$ cat src/rtl/digit_pkg.sv
// digit_pkg: default geometry of the digit entry buffer and its command priority encoding.
package digit_pkg;
    localparam int DEF_DIGIT_W    = 4;
    localparam int DEF_NUM_DIGITS = 4;
    localparam int DEF_MAX_VAL    = 9;

    // Ordered from highest to lowest priority; only one command acts per cycle.
    typedef enum logic [2:0] {
        CMD_NONE = 3'd0,
        CMD_CLR  = 3'd1,
        CMD_BKSP = 3'd2,
        CMD_PUSH = 3'd3,
        CMD_SEL  = 3'd4
    } cmd_t;
endpackage

$ cat src/rtl/digit_slot.sv
// digit_slot: one digit register with synchronous active-low reset and load enable.
module digit_slot #(
    parameter int W = 4
) (
    input  logic         clk,
    input  logic         rst,
    input  logic         ld,
    input  logic [W-1:0] d,
    output logic [W-1:0] q
);
    always_ff @(posedge clk) begin
        if (!rst)
            q <= '0;
        else if (ld)
            q <= d;
    end
endmodule

$ cat src/rtl/digit_entry_buffer.sv
// digit_entry_buffer: keypad-style digit shift buffer with push, backspace, clear and direct slot writes.
module digit_entry_buffer
    import digit_pkg::*;
#(
    parameter int DIGIT_W    = DEF_DIGIT_W,
    parameter int NUM_DIGITS = DEF_NUM_DIGITS,
    parameter int MAX_VAL    = DEF_MAX_VAL
) (
    input  logic                            clk,
    input  logic                            rst,
    input  logic [DIGIT_W-1:0]              digit,
    input  logic                            push,
    input  logic                            bksp,
    input  logic                            clr,
    input  logic [NUM_DIGITS-1:0]           sel,
    output logic [NUM_DIGITS*DIGIT_W-1:0]   digits_out,
    output logic [$clog2(NUM_DIGITS+1)-1:0] count,
    output logic                            full,
    output logic                            err
);
    localparam int CW = $clog2(NUM_DIGITS + 1);
    localparam logic [DIGIT_W-1:0] MAX_D = DIGIT_W'(MAX_VAL);

    cmd_t cmd;
    logic bad, multi, rej, go_clr, go_bksp, go_push, go_sel;
    logic [DIGIT_W-1:0] q [NUM_DIGITS];

    assign full  = count == CW'(NUM_DIGITS);
    assign bad   = digit > MAX_D;
    assign multi = |(sel & (sel - NUM_DIGITS'(1)));

    always_comb begin
        cmd = clr ? CMD_CLR : bksp ? CMD_BKSP : push ? CMD_PUSH : |sel ? CMD_SEL : CMD_NONE;
        rej = (cmd == CMD_BKSP && count == '0) ||
              (cmd == CMD_PUSH && (full || bad)) ||
              (cmd == CMD_SEL && (multi || bad));
        go_clr  = cmd == CMD_CLR;
        go_bksp = cmd == CMD_BKSP && !rej;
        go_push = cmd == CMD_PUSH && !rej;
        go_sel  = cmd == CMD_SEL && !rej;
    end

    for (genvar k = 0; k < NUM_DIGITS; k++) begin : g_slot
        logic [DIGIT_W-1:0] above, below, d;
        logic ld;
        if (k == NUM_DIGITS - 1) begin : g_top
            assign above = '0;
        end else begin : g_mid
            assign above = q[k+1];
        end
        if (k == 0) begin : g_bot
            assign below = digit;
        end else begin : g_up
            assign below = q[k-1];
        end
        assign ld = go_clr | go_bksp | go_push | (go_sel & sel[k]);
        assign d  = go_clr ? '0 : go_bksp ? above : go_push ? below : digit;
        digit_slot #(.W(DIGIT_W)) u_slot (
            .clk(clk),
            .rst(rst),
            .ld (ld),
            .d  (d),
            .q  (q[k])
        );
        assign digits_out[k*DIGIT_W +: DIGIT_W] = q[k];
    end

    always_ff @(posedge clk) begin
        if (!rst) begin
            count <= '0;
            err   <= 1'b0;
        end else begin
            err   <= rej;
            count <= go_clr ? '0 : go_bksp ? count - CW'(1) : go_push ? count + CW'(1) : count;
        end
    end
endmodule

$ cat config.mk
export PLATFORM = sky130hd
export DESIGN_NAME = digit_entry_buffer
export DESIGN_NICKNAME = d
export VERILOG_FILES = /design/src/rtl/digit_pkg.sv /design/src/rtl/digit_slot.sv /design/src/rtl/digit_entry_buffer.sv
export SDC_FILE = /design/constraint.sdc
export NUM_CORES = 1
export LEC_CHECK = 0
export BUFFER_PORTS_ARGS = -buffer_cell sky130_fd_sc_hd__buf_4
export CAP_MARGIN = 15
export CELL_PAD_IN_SITES_DETAIL_PLACEMENT = 2
export CELL_PAD_IN_SITES_GLOBAL_PLACEMENT = 2
export CORE_MARGIN = 3
export CORE_UTILIZATION = 30
export DETAILED_ROUTE_END_ITERATION = 7
export PLACE_DENSITY = 0.82
export SETUP_SLACK_MARGIN = 0.05
export SLEW_MARGIN = 20
export SYNTH_ARGS = -nofsm -noshare
export SYNTH_HDL_FRONTEND = slang
export SYNTH_SLANG_ARGS = --single-unit
$ cat constraint.sdc
create_clock -name clk -period 3.1 [get_ports clk]
set_clock_uncertainty 0.2 [all_clocks]
set_input_delay 0.31 -clock clk [delete_from_list [all_inputs] [get_ports clk]]
set_output_delay 0.31 -clock clk [all_outputs]
set_load 0.1 [all_outputs]
==> results of run 1 <==
cell type report:
cell class / count / area [um2] / area share [%]
multi-input combinational: 95 / 741 / 47.3
sequential: 20 / 402 / 25.6
clock inverter: 1 / 30.0 / 1.92
tap: 48 / 60.1 / 3.83
clock buffer: 3 / 41.3 / 2.64
timing repair buffer: 35 / 263 / 16.8
inverter: 8 / 30.0 / 1.92
stage by stage:
stage	cell area [um2]	setup WS (ns)	power (mW)	hold slack, ns
6_report	1570	0.719	0.742	0.114
5_1_grt	1570	0.585	0.773	0.113
4_1_cts	1570	0.746	0.752	0.107
3_5_place_dp	1500	0.678	0.482	0.282
3_3_place_gp	1490	0.863	0.474	0.265
2_1_floorplan	1200	0.230	0.425	0.264
per-layer routing:
metal,track usage [%],part of all wire [%],vias to the layer above,routed length [um]
met5,0,0,-,0
met4,5.84,1.4,0,54
met3,3.40,4.5,5,179
met2,33.8,51,27,2000
met1,22.1,44,560,1720
li1,-,-,533,-
power by group through the flow:
stage / sequential, mW / combinational, mW / clock (mW)
CTS: 0.279 / 0.198 / 0.275
finish: 0.279 / 0.196 / 0.266
global route: 0.281 / 0.207 / 0.285
global placement: 0.284 / 0.190 / 0
detailed placement: 0.285 / 0.197 / 0
floorplan: 0.359 / 0.0663 / 0
critical path: stages (launching register included):
cell and delay (ns):
dfxtp_1 0.56, nor3b_4 0.09, or3b_1 0.71, a31oi_1 0.37, o221ai_1 0.18, mux2i_1 0.19
worst max-delay path by stage:
stage / end / slack (ns) / start
floorplan: g_slot[3].u_slot.q[0] / 0.23 / count[0]
global placement: g_slot[2].u_slot.q[1] / 0.86 / bksp
detailed placement: g_slot[1].u_slot.q[2] / 0.68 / bksp
CTS: g_slot[1].u_slot.q[0] / 0.75 / count[0]
global route: g_slot[1].u_slot.q[0] / 0.59 / count[0]
finish: g_slot[1].u_slot.q[0] / 0.72 / count[0]
flip-flops by register name, indices dropped and copies added (netlist names):
name and cells:
count 3, err 1, g_slot.u_slot.q 16
layout by cell type (no fill, tap or decap), types with 2 or more instances in the layout:
cell,netlist,routed
xnor2_1,2,2
o311ai_1,3,2
o21ai_0,2,2
buf_4,2,35
a31oi_1,4,4
inv_1,8,8
nor2_1,4,4
clkbuf_8,0,3
nand2_1,27,27
mux2i_1,16,16
o221ai_1,8,8
dfxtp_1,20,19
mux2_2,8,8
cells by family (layout without fill, tap and decap cells):
group / count (synthesis) / count (layout)
AOI/OAI and AO/OA: 26 / 26
xor gates and xnor gates: 2 / 2
adders and majority gates: 2 / 2
buffers and inverters: 14 / 47
DFF: 20 / 20
muxes: 25 / 25
and+or+nand+nor: 40 / 40
==> flow_summary_export.csv, run 1 <==
group,metric,value,unit
outcome,status,"finished clean",
yosys,synth_top_area_share,33.6,%
yosys,synth_fa_ha_area_share,2.52,%
clocking,cts_buffers,3,
sta,post-route-min-period,2.38,ns
critical_path,required,3.09,ns
global_routing,grt_pass1_vias,1224,
pwr,vdd_ir_drop_max,0.000325,V
finish,final_nets,177,
pwr,seq_power_share,37.6,%
clocking,ctsHoldBuffers,0,
yosys,yosys_most_used_dff,"dfxtp_1",
yosys,yosysTopAreaCell,"dfxtp_1",
critical_path,crit_path_end_kind,"register",
critical_path,r2r_cells,5,
critical_path,reg2reg_slack,0.72,ns
drt,wl_per_cell,18.9,um
clocking,clock_latency,0.27,ns
drt,wl,3960,um
critical_path,reg2reg_from,"count[0]",
min_path,min_to,"err",
yosys,yosys-top-cells-area,"dfxtp_1 34%, mux2i_1 13%, nand2_1 8.5%",
floorplanning,die_w,69.0,um
yosys,synthMuxAreaShare,22.9,%
sta,setup_violations,0,
place,numPortBuffers,33,
clocking,cts_tree,"done",
pwr,p_clk_share,35.9,%
clocking,numClockSinks,20,
pwr,power_switching,244,uW
yosys,synth_xor_area_share,1.47,%
yosys,yosysMostFrequentCell,"nand2_1",
floorplanning,coreArea,0.00374,mm2
clocking,clk_pin_slew,0.08,ns
yosys,synth_cell_types,35,
job,max_cap_violations,0,
drt,vias_per_cell,5.36,
floorplanning,die_y,69.0,um
finish,fillers,439,
drt,firstDrtPassIters,4,
yosys,synth_nets,143,
sta,timing.slew.headroom,24.8,%
place,dp_hpwl,2890,um
clocking,htreeDepth,1,
yosys,synth_cells,129,
pwr,p_int,498,uW
place,gp_congestion,0.759,
sta,maxSlewViolCount,0,
place,dp_cells,206,
sta,finalCritPeriodShare,76.8,%
clocking,clk_path_buf_depth,2,
yosys,ys_warn_count,0,
clocking,cts_setup_buffers,0,
yosys,ys_seq_area_share,33.6,%
global_routing,grt_max_degree,21,
critical_path,r2r_end,"g_slot[1].u_slot.q[0]",
global_routing,antenna_found_initial,0,
floorplanning,row_count,22,
sta,clock.fmax,420,MHz
yosys,avgSynthCellArea,9.22,um2
drt,drt_iter0_drc,42,
finish,syn_to_final_growth,31.7,%
drt,drtAntennaViolNets,0,
pwr,switching_share,32.8,%
min_path,hold_class,"primary input to register",
sta,rsz0062_at_grt,"no",
critical_path,cp-start-kind,"register",
pwr,p_leak,0.635,nW
finish,diodes,0,
clocking,cts.repair.resized,0,
min_path,hold_path_depth,2,
yosys,ys_top_cells_by_count,"27 x nand2_1, 20 x dfxtp_1, 16 x mux2i_1",
sta,worst_pin_slew,1.11,ns
floorplanning,dieArea,0.00476,mm2
floorplanning,start_util,31.8,%
critical_path,criticalPathCategory,"register to register",
sta,finalSetupTns,0,ns
global_routing,grt.total_usage,18.7,%
yosys,synth_top_family_by_area,"multiplexers",
yosys,synth_edf_count,0,
drt,vias,1125,
yosys,synthSimpleGateAreaFrac,15.4,%
finish,stdcell_count,210,
global_routing,grt_first_pass_wirelength,6410,um
clocking,cts_root_buffer,"clkbuf_8",
floorplanning,io_pins,34,
drt,drcViolationCount,0,
yosys,syn-cell-area,0.00119,mm2
finish,final_util,41.8,%
pwr,combPwrFrac,26.5,%
critical_path,crit_path_max_fanout,18,
critical_path,cp.arrival,2.37,ns
min_path,holdCritStartpoint,"rst",
yosys,yosys_register_bits,20,
pwr,p_per_area,474,mW/mm2
global_routing,overflow,0,
sta,finalHoldViolations,0,
yosys,synth_compound_area_share,18.4,%
yosys,synth_async_sr_flop_share,0,%
finish,drive_gt1_share,33.3,%
(Power assumes the default switching activity.)
==> run 2: changes to the inputs <==
--- a/config.mk
+++ b/config.mk
@@ -10,9 +10,9 @@
 export CELL_PAD_IN_SITES_DETAIL_PLACEMENT = 2
 export CELL_PAD_IN_SITES_GLOBAL_PLACEMENT = 2
 export CORE_MARGIN = 3
-export CORE_UTILIZATION = 30
+export CORE_UTILIZATION = 27
 export DETAILED_ROUTE_END_ITERATION = 7
-export PLACE_DENSITY = 0.82
+export PLACE_DENSITY = 0.78
 export SETUP_SLACK_MARGIN = 0.05
 export SLEW_MARGIN = 20
 export SYNTH_ARGS = -nofsm -noshare
==> constraint.sdc (replaced) <==
create_clock -name clk -period 1.9 [get_ports clk]
set_clock_uncertainty 0.2 [all_clocks]
set_input_delay 0.19 -clock clk [delete_from_list [all_inputs] [get_ports clk]]
set_output_delay 0.19 -clock clk [all_outputs]
set_load 0.1 [all_outputs]
==> run 2 against run 1 <==
Effect of this change:
- the flow now finishes with violations (negative setup slack)
- sequential share of layout area is 4.8 points lower
- power is 63% higher
- flip-flop and latch count is the same
- utilization grew 6.1 points
- count of clock-buffer cells in the layout increased by 1
- final cell count increased by 12%
- non-clock buffer count is 23 higher
- maximum frequency rose by 24%
- critical path depth up 1
- worst hold slack gained 0.035 ns
- register-to-register slack lost 0.74 ns
- global-route usage grew 0.44 points
- critical path type unchanged
- largest cell class unchanged
==> flow_summary_export.csv, run 2 (synthesis gave the netlist of run 1 again) <==
group,metric,value,unit
sta,timing.slew.headroom,62.3,%
drt,vias,1246,
pwr,p_clk_share,29.4,%
floorplanning,coreArea,0.00412,mm2
place,numPortBuffers,33,
pwr,power_switching,456,uW
floorplanning,start_util,28.9,%
clocking,cts_root_buffer,"clkbuf_8",
finish,top_register,"g_slot.u_slot.q",
drt,vias_per_cell,5.30,
global_routing,grt_first_pass_wirelength,7470,um
global_routing,antenna_found_initial,0,
floorplanning,die_w,72.4,um
pwr,p_leak,0.802,nW
pwr,p_per_area,615,mW/mm2
critical_path,cp-start-kind,"register",
finish,multi_input_area,938,um2
finish,final_nets,200,
sta,maxSlewViolCount,0,
critical_path,criticalPathCategory,"register to register",
min_path,hold_class,"primary input to register",
sta,finalHoldViolations,0,
finish,fillers,430,
drt,wl,5430,um
sta,worst_pin_slew,0.565,ns
sta,clock.fmax,522,MHz
finish,final_cell_mix,"54 x buf_4, 24 x nand2_1, 17 x dfxtp_1, 16 x mux2i_1, 8 x inv_1",
floorplanning,io_pins,34,
finish,stdcell_count,235,
floorplanning,die_y,72.4,um
place,place_ws,-0.195,ns
pwr,combPwrFrac,32.9,%
finish,diodes,0,
clocking,clock_latency,0.28,ns
global_routing,overflow,0,
outcome,status,"finished with violations",
sta,setup_violations,4,
critical_path,crit_path_end_kind,"register",
critical_path,cp.arrival,1.87,ns
clocking,cts_buffers,3,
clocking,htreeDepth,1,
drt,drcViolationCount,0,
sta,post-route-min-period,1.92,ns
clocking,clk_path_buf_depth,2,
global_routing,grt_max_degree,21,
global_routing,grt_pass1_vias,1325,
job,max_cap_violations,0,
finish,largest_reg_flops,16,
pwr,seq_power_share,37.6,%
place,dp_cells,218,
finish,seqCellArea,412,um2
pwr,p_int,757,uW
finish,final_util,47.9,%
place,dp_hpwl,3270,um
critical_path,crit_path_max_fanout,16,
finish,syn_to_final_growth,65.8,%
pwr,vdd_ir_drop_max,0.000266,V
clocking,numClockSinks,20,
floorplanning,dieArea,0.00524,mm2
critical_path,required,1.85,ns
drt,firstDrtPassIters,4,
sta,finalWorstSetupSlack,-0.0170,ns
pwr,switching_share,37.6,%
finish,reg.largest.list,"g_slot.u_slot.q (16), count (3), err (1)",
finish,drive_gt1_share,54.6,%
drt,drt_iter0_drc,44,
place,gp_congestion,0.811,
clocking,clk_pin_slew,0.09,ns
global_routing,grt.total_usage,19.1,%
drt,drtAntennaViolNets,0,
drt,wl_per_cell,23.1,um
sta,finalSetupTns,-0.0446,ns
sta,rsz0062_at_grt,"yes",
clocking,cts_tree,"done",
floorplanning,row_count,23,
sta,finalCritPeriodShare,101,%
finish,final_common_cell,"buf_4",
outcome,violations,"negative setup slack",
-- run 2: cell count changes in the layout (fill, tap and decap cells not counted), sizes merged --
| cell | change |
|---|---|
| dlygate4sd3 | +1 |
| bufinv | -1 |
| buf | +22 |
| clkbuf | +1 |
-- run 2: final cells by class --
| type | instances | share of cell area (%) |
|---|---|---|
| multi-input cells | 95 | 47.6 |
| flip-flops and latches | 20 | 20.9 |
| inverters | 8 | 1.52 |
| well taps | 50 | 3.17 |
| clock buffers | 4 | 2.79 |
| repair buffers | 58 | 24.1 |
-- run 2: final timing paths --
| check | start | end | slack (ns) | cells past startpoint |
|---|---|---|---|---|
| worst max-delay path | count[2] | g_slot[3].u_slot.q[1] | -0.02 | 6 |
| worst min-delay path | digit[3] | g_slot[3].u_slot.q[3] | 0.15 | 4 |
| worst max register to register | count[2] | g_slot[3].u_slot.q[1] | -0.02 | 6 |
| worst min register to register | g_slot[0].u_slot.q[2] | g_slot[0].u_slot.q[2] | 0.31 | 2 |
-- run 2: what timing repair did --
action,CTS,global route
hold buffers,1,0
buffers inserted,0,12
hold endpoints to repair,1,0
endpoints found under the setup margin,16,18
pin swaps,0,2
gates resized for setup,20,13
-- run 2: through the flow --
step / total power [mW] / cell area [um2] / hold WS, ns
floorplan: 0.702 / 1260 / 0.144
global placement: 0.798 / 1630 / 0.269
detailed placement: 0.812 / 1630 / 0.286
CTS: 1.20 / 1820 / 0.137
global route: 1.26 / 1970 / 0.163
finish: 1.21 / 1970 / 0.149
-- run 2: power groups by stage --
stage	registers, mW	logic, mW	clock network [mW]
final	0.456	0.399	0.357
after global routing	0.460	0.418	0.387
after CTS	0.454	0.378	0.367
after detailed placement	0.463	0.348	0
after global placement	0.461	0.337	0
after floorplan	0.584	0.118	0
-- run 2: critical path: stages, from the launching register on --
cell and delay, ns:
dfxtp_4 0.38, nor3b_4 0.16, or3b_4 0.40, buf_12 0.18, mux2_4 0.31, nand2_1 0.09
mux2i_1 0.07
-- run 2: per-layer routing --
metal	track usage, %	share of wire (%)	vias up
li1	-	-	583
met3	3.46	2.2	7
met4	6.97	1.7	0
met2	34.4	53	26
met1	22.5	43	630
met5	0	0	-
==> run 3: changes to the inputs <==
--- a/config.mk
+++ b/config.mk
@@ -10,9 +10,10 @@
 export CELL_PAD_IN_SITES_DETAIL_PLACEMENT = 2
 export CELL_PAD_IN_SITES_GLOBAL_PLACEMENT = 2
 export CORE_MARGIN = 3
-export CORE_UTILIZATION = 27
+export CORE_UTILIZATION = 28
+export CTS_BUF_LIST = sky130_fd_sc_hd__clkbuf_4 sky130_fd_sc_hd__clkbuf_8
 export DETAILED_ROUTE_END_ITERATION = 7
-export PLACE_DENSITY = 0.78
+export PLACE_DENSITY = 0.8
 export SETUP_SLACK_MARGIN = 0.05
 export SLEW_MARGIN = 20
 export SYNTH_ARGS = -nofsm -noshare
==> run 3 against run 2 <==
Effect of this change:
- the run still ends with negative setup slack left
- critical path type is now primary input to register
- non-clock buffer count grew 2
- utilization is 1.8 points higher
- cell area up 2.2%
==> flow_summary_export.csv, run 3 (synthesis gave the netlist of run 1 again) <==
group,metric,value,unit
outcome,status,"finished with violations",
outcome,violations,"negative setup slack",
sta,timing.slew.headroom,54.4,%
drt,vias,1286,
floorplanning,dieArea,0.00507,mm2
clocking,cts_tree,"done",
place,numPortBuffers,33,
global_routing,antenna_found_initial,0,
critical_path,cp.arrival,1.93,ns
finish,final_common_cell,"buf_4",
finish,final_cell_mix,"56 x buf_4, 24 x nand2_1, 17 x dfxtp_1, 16 x mux2i_1",
floorplanning,start_util,29.3,%
finish,multi_input_area,972,um2
clocking,cts_buffers,3,
min_path,hold_class,"primary input to register",
global_routing,grt_max_degree,21,
sta,clock.fmax,514,MHz
clocking,clk_pin_slew,0.08,ns
sta,finalCritPeriodShare,102,%
sta,finalWorstSetupSlack,-0.0438,ns
place,dp_hpwl,3360,um
sta,post-route-min-period,1.94,ns
drt,wl_per_cell,25.3,um
floorplanning,die_y,71.2,um
sta,worst_pin_slew,0.682,ns
place,post_dp_cell_area,0.00165,mm2
clocking,clk_path_buf_depth,2,
drt,vias_per_cell,5.43,
global_routing,grt.total_usage,21.6,%
global_routing,overflow,0,
sta,setup_violations,3,
min_path,holdCritStartpoint,"digit[3]",
sta,finalHoldViolations,0,
clocking,numClockSinks,20,
drt,drtAntennaViolNets,0,
sta,rsz0062_at_grt,"yes",
clocking,cts_root_buffer,"clkbuf_8",
drt,drt_iter0_drc,58,
drt,drcViolationCount,0,
drt,wl,6000,um
critical_path,reg2reg_from,"count[2]",
sta,whs,0.143,ns
finish,fillers,418,
floorplanning,row_count,23,
critical_path,criticalPathCategory,"primary input to register",
finish,reg.largest.list,"g_slot.u_slot.q (16), count (3), err (1)",
place,gp_congestion,0.778,
critical_path,crit_path_end_kind,"register",
pwr,vdd_ir_drop_max,0.000305,V
drt,firstDrtPassIters,4,
floorplanning,die_w,71.2,um
finish,final_area,0.00202,mm2
finish,drive_gt1_share,55.6,%
floorplanning,coreArea,0.00406,mm2
clocking,clock_latency,0.27,ns
pwr,p_total,1.19,mW
global_routing,grt_first_pass_wirelength,8490,um
finish,final_nets,202,
finish,diodes,0,
pwr,p_leak,0.827,nW
floorplanning,io_pins,34,
critical_path,required,1.89,ns
critical_path,cp-start-kind,"primary input",
critical_path,crit_start,"rst",
clocking,htreeDepth,1,
finish,largest_reg_flops,16,
pwr,p_per_area,591,mW/mm2
finish,seqCellArea,412,um2
critical_path,crit_path_max_fanout,8,
place,place_ws,-0.271,ns
global_routing,grt_pass1_vias,1479,
finish,top_register,"g_slot.u_slot.q",
sta,maxSlewViolCount,0,
finish,syn_to_final_growth,69.5,%
job,max_cap_violations,0,
[run 3: metal layers]
layer  global-route usage [%]  wire (um)
met5                        0          0
met1                     24.5       2440
met4                     4.59        124
met3                     4.12        204
met2                     41.3       3240
[run 3: worst paths after layout]
path / depth (start not counted) / to / slack (ns)
setup / recovery: 6 / g_slot[3].u_slot.q[2] / -0.04
hold reg to reg: 2 / g_slot[0].u_slot.q[1] / 0.30
hold / removal: 4 / g_slot[3].u_slot.q[3] / 0.14
setup reg to reg: 6 / g_slot[3].u_slot.q[1] / -0.02
[run 3: area by class of cell]
cell class	instances	area share (%)
Timing Repair Buffer	60	24.6
Tap cell	50	3.10
Inverter	8	1.49
Multi-Input combinational cell	95	48.2
Sequential cell	20	20.4
Clock buffer	3	2.05
Clock inverter	1	0.186
[run 3: stage by stage]
stage,utilization (%),TNS [ns],instances
after floorplan,-,-9.68,129
after global placement,40.6,-0.282,220
after detailed placement,40.6,-2.48,220
after CTS,44.6,0,227
after global routing,49.7,-0.729,237
final,49.7,-0.0964,237
[run 3: power breakdown]
group	internal, mW	switching, mW	total (mW)	leakage [nW]
sequential	0.433	0.0240	0.457	0.165
clock	0.145	0.165	0.310	0.0231
combinational	0.147	0.277	0.424	0.638
total	0.725	0.467	1.19	0.827
[run 3: worst max-delay path, stage by stage]
cell and delay (ns):
dlygate4sd3_1 0.54, buf_4 0.12, nand2_1 0.38, nor2_2 0.44
nand2_2 0.07, mux2i_1 0.19
[run 3: timing repair]
item,4_1_cts,5_1_grt
pin swaps,0,7
gates resized for setup,15,20
cloned,0,1
setup endpoints to repair,16,18
setup buffers,2,9
hold buffers,1,0
endpoints found under the hold margin,1,0
